**config.mk**
```make
export PLATFORM = sky130hd
export DESIGN_NAME = input_memory_reader
export DESIGN_NICKNAME = d
export VERILOG_FILES = /design/src/rtl/input_memory_reader.sv
export SDC_FILE = /design/constraint.sdc
export NUM_CORES = 1
export LEC_CHECK = 0
export CORE_MARGIN = 10
export CORE_UTILIZATION = 45
export DETAILED_ROUTE_END_ITERATION = 7
export PLACE_DENSITY = 0.91
export SETUP_SLACK_MARGIN = 0.05
export SLEW_MARGIN = 20
export SYNTH_ARGS = -nofsm -noshare
export SYNTH_HDL_FRONTEND = slang
export SYNTH_SLANG_ARGS = --single-unit
```
**constraint.sdc**
```tcl
create_clock -name clk -period 6.3 [get_ports clk]
set_clock_uncertainty 0.15 [all_clocks]
set_input_delay 1.26 -clock clk [delete_from_list [all_inputs] [get_ports clk]]
set_output_delay 1.26 -clock clk [all_outputs]
set_load 0.1 [all_outputs]
```
**src/rtl/input_memory_reader.sv**
```systemverilog
// input_memory_reader: operand-feed stage of the sum-stationary matrix-multiply
// datapath. Fetches N-element vectors from operand memory, P words per access,
// and streams each assembled vector to the processing array, then reports
// completion to the controller.
module input_memory_reader #(
  parameter int INPUT_DATA_WIDTH               = 8,
  parameter int B_N                            = 2,
  parameter int N                              = 1 << B_N,
  parameter int ADDRESS_WIDTH                  = 6,
  parameter int B_PARALLEL_DATA_STREAMING_SIZE = 2,
  parameter int PARALLEL_DATA_STREAMING_SIZE   = 1 << B_PARALLEL_DATA_STREAMING_SIZE,
  parameter int MAX_MATRIX_LENGTH              = 16,
  parameter int LENGTH_BITS                    = $clog2(MAX_MATRIX_LENGTH + 1)
) (
  input  logic                                                   clk,
  input  logic                                                   reset,
  input  logic                                                   instruction_valid,
  output logic                                                   instruction_ready,
  input  logic [ADDRESS_WIDTH-1:0]                               address_input,
  input  logic [LENGTH_BITS-1:0]                                 length_input,
  input  logic                                                   input_by_row_instruction,
  output logic                                                   completed_valid,
  input  logic                                                   completed_ready,
  output logic                                                   read_valid,
  input  logic                                                   read_ready,
  output logic [ADDRESS_WIDTH-1:0]                               read_address,
  input  logic [PARALLEL_DATA_STREAMING_SIZE-1:0][INPUT_DATA_WIDTH-1:0] read_data,
  output logic                                                   data_valid,
  input  logic                                                   data_ready,
  output logic                                                   data_by_row,
  output logic [N-1:0][INPUT_DATA_WIDTH-1:0]                     data_streaming
);

  localparam int P    = PARALLEL_DATA_STREAMING_SIZE;
  localparam int WC_W = (B_N > 0) ? B_N : 1;

  typedef enum logic [1:0] {IDLE, FETCH, SEND, DONE} state_t;

  state_t                               state;
  logic [LENGTH_BITS-1:0]               length_reg;
  logic [LENGTH_BITS-1:0]               vector_index;
  logic [WC_W-1:0]                      word_counter;
  logic                                 by_row_reg;
  logic [N-1:0][INPUT_DATA_WIDTH-1:0]   buffer;
  logic                                 last_word;
  logic                                 last_vector;

  // The buffer only changes in FETCH, so it can feed the array directly.
  assign data_streaming = buffer;
  assign data_by_row    = by_row_reg;

  assign last_word   = (word_counter == WC_W'(N - P));
  assign last_vector = (vector_index == (length_reg - LENGTH_BITS'(1)));

  // Control FSM with registered handshake outputs. The read address walks
  // contiguously by P, which equals base + vector_index*N + word_counter.
  always_ff @(posedge clk) begin
    if (reset) begin
      state             <= IDLE;
      instruction_ready <= 1'b1;
      read_valid        <= 1'b0;
      data_valid        <= 1'b0;
      completed_valid   <= 1'b0;
      read_address      <= '0;
      by_row_reg        <= 1'b0;
      length_reg        <= '0;
      vector_index      <= '0;
      word_counter      <= '0;
      buffer            <= '0;
    end else begin
      case (state)
        IDLE: begin
          if (instruction_valid) begin
            length_reg        <= length_input;
            by_row_reg        <= input_by_row_instruction;
            read_address      <= address_input;
            vector_index      <= '0;
            word_counter      <= '0;
            instruction_ready <= 1'b0;
            if (length_input == '0) begin
              state           <= DONE;
              completed_valid <= 1'b1;
            end else begin
              state      <= FETCH;
              read_valid <= 1'b1;
            end
          end
        end
        FETCH: begin
          if (read_ready) begin
            for (int i = 0; i < P; i++) begin
              buffer[word_counter + WC_W'(i)] <= read_data[i];
            end
            read_address <= read_address + ADDRESS_WIDTH'(P);
            if (last_word) begin
              word_counter <= '0;
              read_valid   <= 1'b0;
              data_valid   <= 1'b1;
              state        <= SEND;
            end else begin
              word_counter <= word_counter + WC_W'(P);
            end
          end
        end
        SEND: begin
          if (data_ready) begin
            data_valid <= 1'b0;
            if (last_vector) begin
              state           <= DONE;
              completed_valid <= 1'b1;
            end else begin
              vector_index <= vector_index + LENGTH_BITS'(1);
              read_valid   <= 1'b1;
              state        <= FETCH;
            end
          end
        end
        DONE: begin
          if (completed_ready) begin
            completed_valid   <= 1'b0;
            instruction_ready <= 1'b1;
            state             <= IDLE;
          end
        end
        default: state <= IDLE;
      endcase
    end
  end

endmodule

```
==> impl_metrics.tcl <==
set metrics [dict create \
    antenna_found_initial 0 \
    wl_per_cell_um 14.8 \
    finalPower_mw 0.899 \
    place.gp.congestion 0.770 \
    critical-path-max-stage-delay_ns 1.18 \
    path_buf_inv 1 \
    vias_per_cell 5.07 \
    ir_drop_uv 179 \
    vias 2195 \
    first_pass_iters 4 \
    drtIter0Drc 118 \
    core_um2 5070 \
    hold_ws_ns 0.310 \
    start_kind "register" \
    start_util_pct 45.9 \
    fin_util_pct 66.5 \
    finalCritPeriodShare_pct 52.4 \
    synthSimpleGateAreaFrac_pct 21.7 \
    final_layout_size_suffix_gt1_share_pct 6.61 \
    synth_xor_area_share_pct 2.58 \
    period_minus_slack_ns 3.30 \
    grt_use_total_pct 15.1 \
    synth-seq-area-share_pct 47.3 \
    final_antenna_net_count 0 \
    critical_path_required_ns 4.89 \
    grt_max_degree 54 \
    p_per_area_nw_per_um2 266 \
    cts-buffers-inserted 5 \
    synth-seq-cells 55 \
    avgSynthCellArea_um2 8.29 \
    synth-compound-area-share_pct 18.5 \
    cts-root-buf "clkbuf_8" \
    port_buffers 92 \
    drv_cap 0 \
    netlist_area_um2 2330 \
    rows 26 \
    worstPathMaxFanout 4 \
    antenna_cells 0 \
    setup_viol 0 \
    fillers 429 \
    grt_overflow_total 0 \
    r2r_slack_ns 3.72 \
    placed_area_um2 3260 \
    multi_input_area_um2 1130 \
    die_w_um 91.9 \
    die_h_um 91.9 \
    synth_cell_types 43 \
    crit_arrival_ns 1.89 \
    clkPwrFrac_pct 25.8 \
    final_nets 415 \
    syn_inst 281 \
    cts_tree "done" \
    rsz0062_at_grt "no" \
    relSlewSlack_pct 29.1 \
    total_leakage_power_nw 1.19 \
    p_int_mw 0.576 \
    fmax_mhz 303 \
    areaGrowthSynthToFinish_pct 45.0 \
    clkSinkCount 55 \
    clk_pin_slew_ns 0.10 \
    dp_slack_ns 2.76 \
    critPathKind "register to output port" \
    stdcell_count 433 \
    cts_setup_buffers 0 \
    pin_count 93 \
    path_cells "clkdlybuf4s50_1" \
    status "finished, final reports clean" \
    cp_top_family "buffers and inverters" \
    cts_hold_buf 0 \
    synthArstFlopShare_pct 0 \
    largest_reg_flops 32 \
    synth_top_family_by_area "simple AND/OR/NAND/NOR gates" \
    tightest_slew_ns 1.06 \
    fin_area_um2 3380 \
    die-area_um2 8450 \
    hold_viol_final 0 \
    drc 0 \
    dpl.hpwl_mm 4.83 \
    insertion_delay_ns 0.30 \
    register_area_um2 1100 \
    wirelength_mm 6.41 \
    grt_pass1_vias 2256 \
    p_comb_share_pct 31.0 \
    ys_warn_count 0 \
    hp-class "register to register" \
    muxShareOfSynthArea_pct 3.87 \
    synth_top_flop_cell "dfxtp_1" \
    fin_ws_ns 3.00 \
    report.final.slew_viol_count 0 \
    synth_nets 334 \
    switching_share_pct 35.9 \
    p_switching_mw 0.322 \
    htree_levels 2 \
    placedCellCount 425 \
    slowest_stage "clkdlybuf4s50_1" \
    synth_edf_count 0 \
    grt_pass1_wl_mm 10.7 \
    synth_adder_area_share_pct 1.61 \
    post_cts_resized 0 \
    end_kind "output port" \
    clk_path_buf_depth 2 \
    power_frac_seq_pct 43.2 \
    setup_tns_ns 0 \
]
## power groups by stage
stage	sequential, mW	clock [mW]	combinational [mW]
floorplan	0.511	0	0.0816
global placement	0.395	0	0.275
detailed placement	0.396	0	0.280
CTS	0.388	0.240	0.280
global route	0.391	0.252	0.295
finish	0.388	0.232	0.278
## metal layers
metal  vias up  track usage, %  share of wire, %
met5         -               0                 0
met4         0            5.01               1.0
met3         6            7.50               9.8
met2        79            24.6                48
met1       996            16.7                41
li1       1114               -                 -
## cell usage in the layout, fill, tap and decap left out, drive strengths merged, types with 4 or more instances in the layout
master,instances
clkdlybuf4s50,91
nand2,71
dfxtp,55
a21oi,49
nor2,16
mux2i,9
o21ai,8
clkbuf,5
inv,4
xnor2,4
## path summary, 6_finish.rpt
check                     start            endpoint  depth (start not counted)
max reg2reg       length_reg[0]     vector_index[1]                          7
min          data_streaming[15]  data_streaming[15]                          2
min reg2reg  data_streaming[15]  data_streaming[15]                          2
max             read_address[3]     read_address[3]                          1
## kinds of logic (layout without fill, tap and decap cells)
family                   after synthesis  count (layout)
XOR/XNOR                               6               6
multiplexers                           9               9
AND/OR/NAND/NOR                      113             113
AO/OA/AOI/OAI                         71              71
flip-flops                            55              55
buffers and inverters                 24             106
adder cells (fa/ha/maj)                3               3
## area by class of cell
class | instances | share of cell area (%)
inverter | 4 | 0.445
multi-input combinational | 202 | 33.4
clock buffer | 5 | 2.04
clock inverter | 3 | 1.30
timing repair buffer | 94 | 27.6
sequential | 55 | 32.6
tap | 70 | 2.59
## Yosys cell counts, types with 3 or more instances
| master | n | area share (%) |
|---|---|---|
| a211oi_1 | 3 | 0.97 |
| a21oi_1 | 44 | 9.5 |
| a21oi_2 | 5 | 1.9 |
| clkbuf_1 | 16 | 2.6 |
| dfxtp_1 | 55 | 47 |
| ha_1 | 3 | 1.6 |
| inv_1 | 4 | 0.64 |
| mux2i_1 | 9 | 3.9 |
| nand2_1 | 71 | 11 |
| nand2b_1 | 3 | 0.81 |
| nand3_1 | 3 | 0.64 |
| nor2_1 | 16 | 2.6 |
| o21ai_0 | 3 | 0.64 |
| o21ai_1 | 4 | 0.86 |
| or3_1 | 3 | 0.81 |
| or4_1 | 3 | 0.97 |
| xnor2_1 | 3 | 1.1 |
Power figures use the tool's default switching activity.
